$ cat src/rtl/vram_arbiter.sv
// Shares one synchronous VRAM port between display reads, terminal writes and a clear sweep.
// Priority DISP > CLEAR > TERM; display data returns exactly 2 cycles after disp_req.
module vram_arbiter #(
  parameter int                ADDR_W     = 10,
  parameter int                DATA_W     = 6,
  parameter int                DEPTH      = 960,
  parameter logic [DATA_W-1:0] CLEAR_CHAR = 6'h20
) (
  input  logic              clk25,
  input  logic              rst,
  input  logic              disp_req,
  input  logic [ADDR_W-1:0] disp_addr,
  output logic              disp_valid,
  output logic [DATA_W-1:0] disp_rdata,
  input  logic              term_wr_req,
  input  logic [ADDR_W-1:0] term_addr,
  input  logic [DATA_W-1:0] term_wdata,
  output logic              term_ack,
  input  logic              cls_start,
  output logic              cls_busy,
  output logic [ADDR_W-1:0] ram_addr,
  output logic              ram_we,
  output logic [DATA_W-1:0] ram_wdata,
  input  logic [DATA_W-1:0] ram_rdata
);

  localparam logic [0:0] C_IDLE = 1'b0;
  localparam logic [0:0] C_RUN  = 1'b1;
  localparam logic [ADDR_W-1:0] LAST_ADDR = ADDR_W'(DEPTH - 1);

  logic [0:0]        state_q, state_d;
  logic [ADDR_W-1:0] cnt_q, cnt_d;
  logic [ADDR_W-1:0] addr_q, addr_d;
  logic              we_q, we_d;
  logic [DATA_W-1:0] wdata_q, wdata_d;
  logic              turn_q;
  logic              ack_q;
  logic              rd_pend_q;
  logic              rd_vld_q;

  logic disp_gnt, clr_gnt, term_gnt;

  always_comb begin
    disp_gnt = disp_req;
    clr_gnt  = !disp_req && (state_q == C_RUN);
    // turn_q blocks the cycle in which the requester is still seeing its ack
    term_gnt = !disp_req && (state_q == C_IDLE) && term_wr_req && !turn_q;
  end

  always_comb begin
    state_d = state_q;
    cnt_d   = cnt_q;
    addr_d  = addr_q;
    we_d    = 1'b0;
    wdata_d = wdata_q;
    if (disp_gnt) begin
      addr_d = disp_addr;
    end else if (clr_gnt) begin
      addr_d  = cnt_q;
      we_d    = 1'b1;
      wdata_d = CLEAR_CHAR;
      if (cnt_q == LAST_ADDR) begin
        state_d = C_IDLE;
        cnt_d   = '0;
      end else begin
        cnt_d = cnt_q + 1'b1;
      end
    end else if (term_gnt) begin
      addr_d  = term_addr;
      we_d    = 1'b1;
      wdata_d = term_wdata;
    end
    // A restart overrides the counter advance; the write granted this cycle still issues
    if (cls_start) begin
      state_d = C_RUN;
      cnt_d   = '0;
    end
  end

  always_ff @(posedge clk25) begin
    if (rst) begin
      state_q   <= C_IDLE;
      cnt_q     <= '0;
      addr_q    <= '0;
      we_q      <= 1'b0;
      wdata_q   <= '0;
      turn_q    <= 1'b0;
      ack_q     <= 1'b0;
      rd_pend_q <= 1'b0;
      rd_vld_q  <= 1'b0;
    end else begin
      state_q   <= state_d;
      cnt_q     <= cnt_d;
      addr_q    <= addr_d;
      we_q      <= we_d;
      wdata_q   <= wdata_d;
      turn_q    <= term_gnt;
      ack_q     <= term_gnt;
      rd_pend_q <= disp_gnt;
      rd_vld_q  <= rd_pend_q;
    end
  end

  assign ram_addr   = addr_q;
  assign ram_we     = we_q;
  assign ram_wdata  = wdata_q;
  assign term_ack   = ack_q;
  assign cls_busy   = (state_q == C_RUN);
  assign disp_valid = rd_vld_q;
  assign disp_rdata = ram_rdata;

endmodule
$ cat config.mk
export PLATFORM = sky130hd
export DESIGN_NAME = vram_arbiter
export DESIGN_NICKNAME = d
export VERILOG_FILES = /design/src/rtl/vram_arbiter.sv
export SDC_FILE = /design/constraint.sdc
export NUM_CORES = 1
export LEC_CHECK = 0
export BUFFER_PORTS_ARGS = -buffer_cell sky130_fd_sc_hd__buf_2
export CAP_MARGIN = 20
export CORE_MARGIN = 1.5
export CORE_UTILIZATION = 50
export DETAILED_ROUTE_END_ITERATION = 8
export PLACE_DENSITY_LB_ADDON = 0.08
export SETUP_SLACK_MARGIN = 0.02
export SLEW_MARGIN = 10
export SYNTH_ARGS = -nofsm -noshare
export SYNTH_HDL_FRONTEND = slang
export SYNTH_SLANG_ARGS = --single-unit
$ cat constraint.sdc
create_clock -name clk25 -period 3.74 [get_ports clk25]
set_input_delay 0 -clock clk25 [delete_from_list [all_inputs] [get_ports clk25]]
set_output_delay 0 -clock clk25 [all_outputs]
set_load 0.01 [all_outputs]
==> summary.txt <==
Clock tree
  – Worst-skew pair later-pin latency: around 0.33 ns
  – Post_cts resized: 0
  – # H-tree levels: 2
  – CTS tree: done
  – CTS Hold Bufs: 7
  – Clock buffer depth: 2
  – Reg clk slew, reported paths: around 0.10 ns
  – CTS Buf Count: 5
  – CTS sink count: 31
  – Setup Buffers After CTS: 0
  – Root Driver: clkbuf_4

Critical path
  – Worst Setup Start Kind: register
  – Setup crit end kind: register
  – Arrival @ worst endpoint: between 2 and 2.5 ns
  – CP max stage delay: roughly 0.68 ns
  – CP Max Fanout: 19
  – Slowest-stage cell, CP: nor2_1
  – WS Path Type: reg -> reg
  – CP Cell Sequence: nor2_1, nand2_1, nand2_1, a21oi_1
  – WP data required: roughly 3.9 ns
  – Most used cell, CP: nand2_1

Detailed routing
  – DRT Pass-1 Iters: 4
  – DRT iter0 DRCs: 41
  – Detailed-route vias per instance: 5.315
  – ANT nets after route: 0
  – Total wire length: 3.181 mm
  – Routed WL per cell: 12.52 µm
  – DRC viols: 0
  – Vias: between 1000 and 1500

Status
  – Status: finished clean

Layout
  – Non-filler cells, final: between 200 and 300
  – Fin area: 0.001812 mm²
  – Reg area: 620.6 µm²
  – Proportion of layout cells with a drive suffix above 1: 0.2825
  – Most frequent cells in the layout: 50 x buf_2, 31 x dfxtp_1, 27 x nand2_1, 15 x nand3_1, 13 x nor2_1
  – P&R area growth vs syn: 24.08%
  – Antenna Cells: 0
  – Multi-input logic area: between 700 and 800 µm²
  – Filler cells: ~260
  – Commonest non-fill, non-tap cell in the layout: buf_2
  – Nets@finish: 260

Synth
  – Syn Inst Count: about 170
  – YS warnings: 0
  – Syn_area_per_cell: around 8.4 µm²
  – Mapped Area: approximately 0.0015 mm²
  – Net Count, Synth: roughly 210
  – Netlist cell types: 28
  – Post-synthesis sequential area ratio: 0.4250
  – Ys flop type: dfxtp_1
  – Ys async rst share: 0
  – Post-synth EDFFs: 0
  – #FFs+latches synth: 31

STA
  – Crit share post-route: 0.5332
  – Final setup viols: 0
  – Hold WS: approximately 0.0000045 ns
  – Crit path time final: roughly 2.0 ns
  – Slew Limit Fails: 0
  – Fmax: about 0.50 GHz
  – TNS Setup: 0 ns
  – Clk_skew: about 0.0083 ns
  – Worst slew margin: 0.4091
  – Final Hold Viols: 0
  – RSZ-0062 raised after global routing: false
  – Slew @ Worst Pin: 0.8852 ns

Power
  – Power Density: 394.0 mW/mm²
  – Sw Pwr: 168.4 µW
  – Final Total Pwr: slightly above 700 µW
  – Logic pwr share: 0.127
  – Reg power frac: 0.497
  – Sw Ratio: 0.2359
  – Worst VDD drop: about 0.00031 V
  – Lkg Pwr: about 0.00080 µW
  – Int Power: around 550 µW
  – Clock Power Share: 0.377

GRT
  – First-pass GRT wire length: around 5.5 mm
  – Gr ovfl total: 0
  – Largest net degree at the start of global routing: 29
  – Number of global-route vias before repair: roughly 1300
  – Initial antenna violation count: 0
  – Total global-route track usage: 0.2120

Placement
  – Area after DPL: around 0.0017 mm²
  – HPWL after DPL: around 2.3 mm
  – PortBufs: 50
  – Routability congestion estimate from global placement: 0.8564
  – Placed Instances: 239

Floorplan
  – Row count: 19
  – Die Wd: 57.04 µm
  – Total Die Area: roughly 0.0033 mm²
  – Overall die height: between 50 and 60 µm
  – IO Pins: 63
  – Core Footprint: approximately 0.0028 mm²
  – Starting density of the core: 0.5295

Worst hold path
  – Hold crit path type: in -> out

Flow run
  – Max-cap viol count: 0
## cell type report
type | count | area share
clock inverters | 2 | 0.01934
flip-flops and latches | 31 | 0.3425
well taps | 31 | 0.02141
clock buffers | 6 | 0.02831
inverters | 3 | 0.006215
repair buffers | 57 | 0.1768
multi-input cells | 124 | 0.4054
## path summary, 6_finish.rpt
kind                startpoint       endpoint  slack (ns)  cells past startpoint
setup reg to reg      cls_busy    ram_addr[8]        1.75                      4
hold reg to reg      rd_pend_q     disp_valid        0.45                      1
hold / removal    ram_rdata[5]  disp_rdata[5]    0.000004                      0
setup / recovery      cls_busy    ram_addr[8]        1.75                      4
## metrics by stage
| step | worst slack, ns | utilization |
|---|---|---|
| 2_1_floorplan | 2.206 | - |
| 3_5_place_dp | 1.772 | 0.6003 |
| 4_1_cts | 1.739 | 0.6570 |
| 5_1_grt | 1.565 | 0.6570 |
| 6_report | 1.746 | 0.6570 |
| 3_3_place_gp | 1.811 | 0.6003 |
## power groups by stage
stage	Sequential [µW]	Combinational [µW]	Clock [µW]
5_1_grt	357	100	295
6_report	355	90.5	269
2_1_floorplan	363	57.5	0
3_5_place_dp	362	85.0	0
3_3_place_gp	361	83.7	0
4_1_cts	355	91.0	280
## synth_stat cells (2+ instances only)
library cell | number | area share
or3_1 | 2 | 0.0086
nand2_1 | 27 | 0.069
dfxtp_1 | 31 | 0.43
clkbuf_1 | 6 | 0.015
mux2i_1 | 10 | 0.069
nand3_1 | 15 | 0.051
nor3_1 | 2 | 0.0069
nor2b_1 | 4 | 0.017
inv_1 | 3 | 0.0077
nor2_1 | 13 | 0.033
buf_4 | 8 | 0.041
xnor2_1 | 6 | 0.036
a22o_1 | 5 | 0.030
a21oi_1 | 12 | 0.041
nor4_1 | 4 | 0.017
o21ai_0 | 12 | 0.041
nand2b_1 | 2 | 0.0086
## state kept, by name, indices dropped and copies added (netlist names)
signal      flops
cnt_q          10
disp_valid      1
ram_we          1
ram_wdata       6
cls_busy        1
ram_addr       10
term_ack        1
rd_pend_q       1
## critical path: cells and delay by family (launching register included)
kind               cells  cell delay (ns)
DFF                    1             0.61
AOI/OAI and AO/OA      1             0.07
and+or+nand+nor        3             1.19
## kinds of logic after synthesis
kind of cell,synth area share
buffers and inverters,0.07198
AND/OR/NAND/NOR,0.2605
adder cells (fa/ha/maj),0.008568
XOR/XNOR,0.04199
multiplexers,0.06855
AO/OA/AOI/OAI,0.1234
flip-flops,0.4250
## routing by layer
layer	part of all wire	GRT usage	up-vias
met5	0	0	-
met4	0.016	0.09302	0
met3	0.042	0.04762	11
met2	0.50	0.3662	28
met1	0.44	0.2518	623
li1	-	-	688
(Power assumes the default switching activity.)
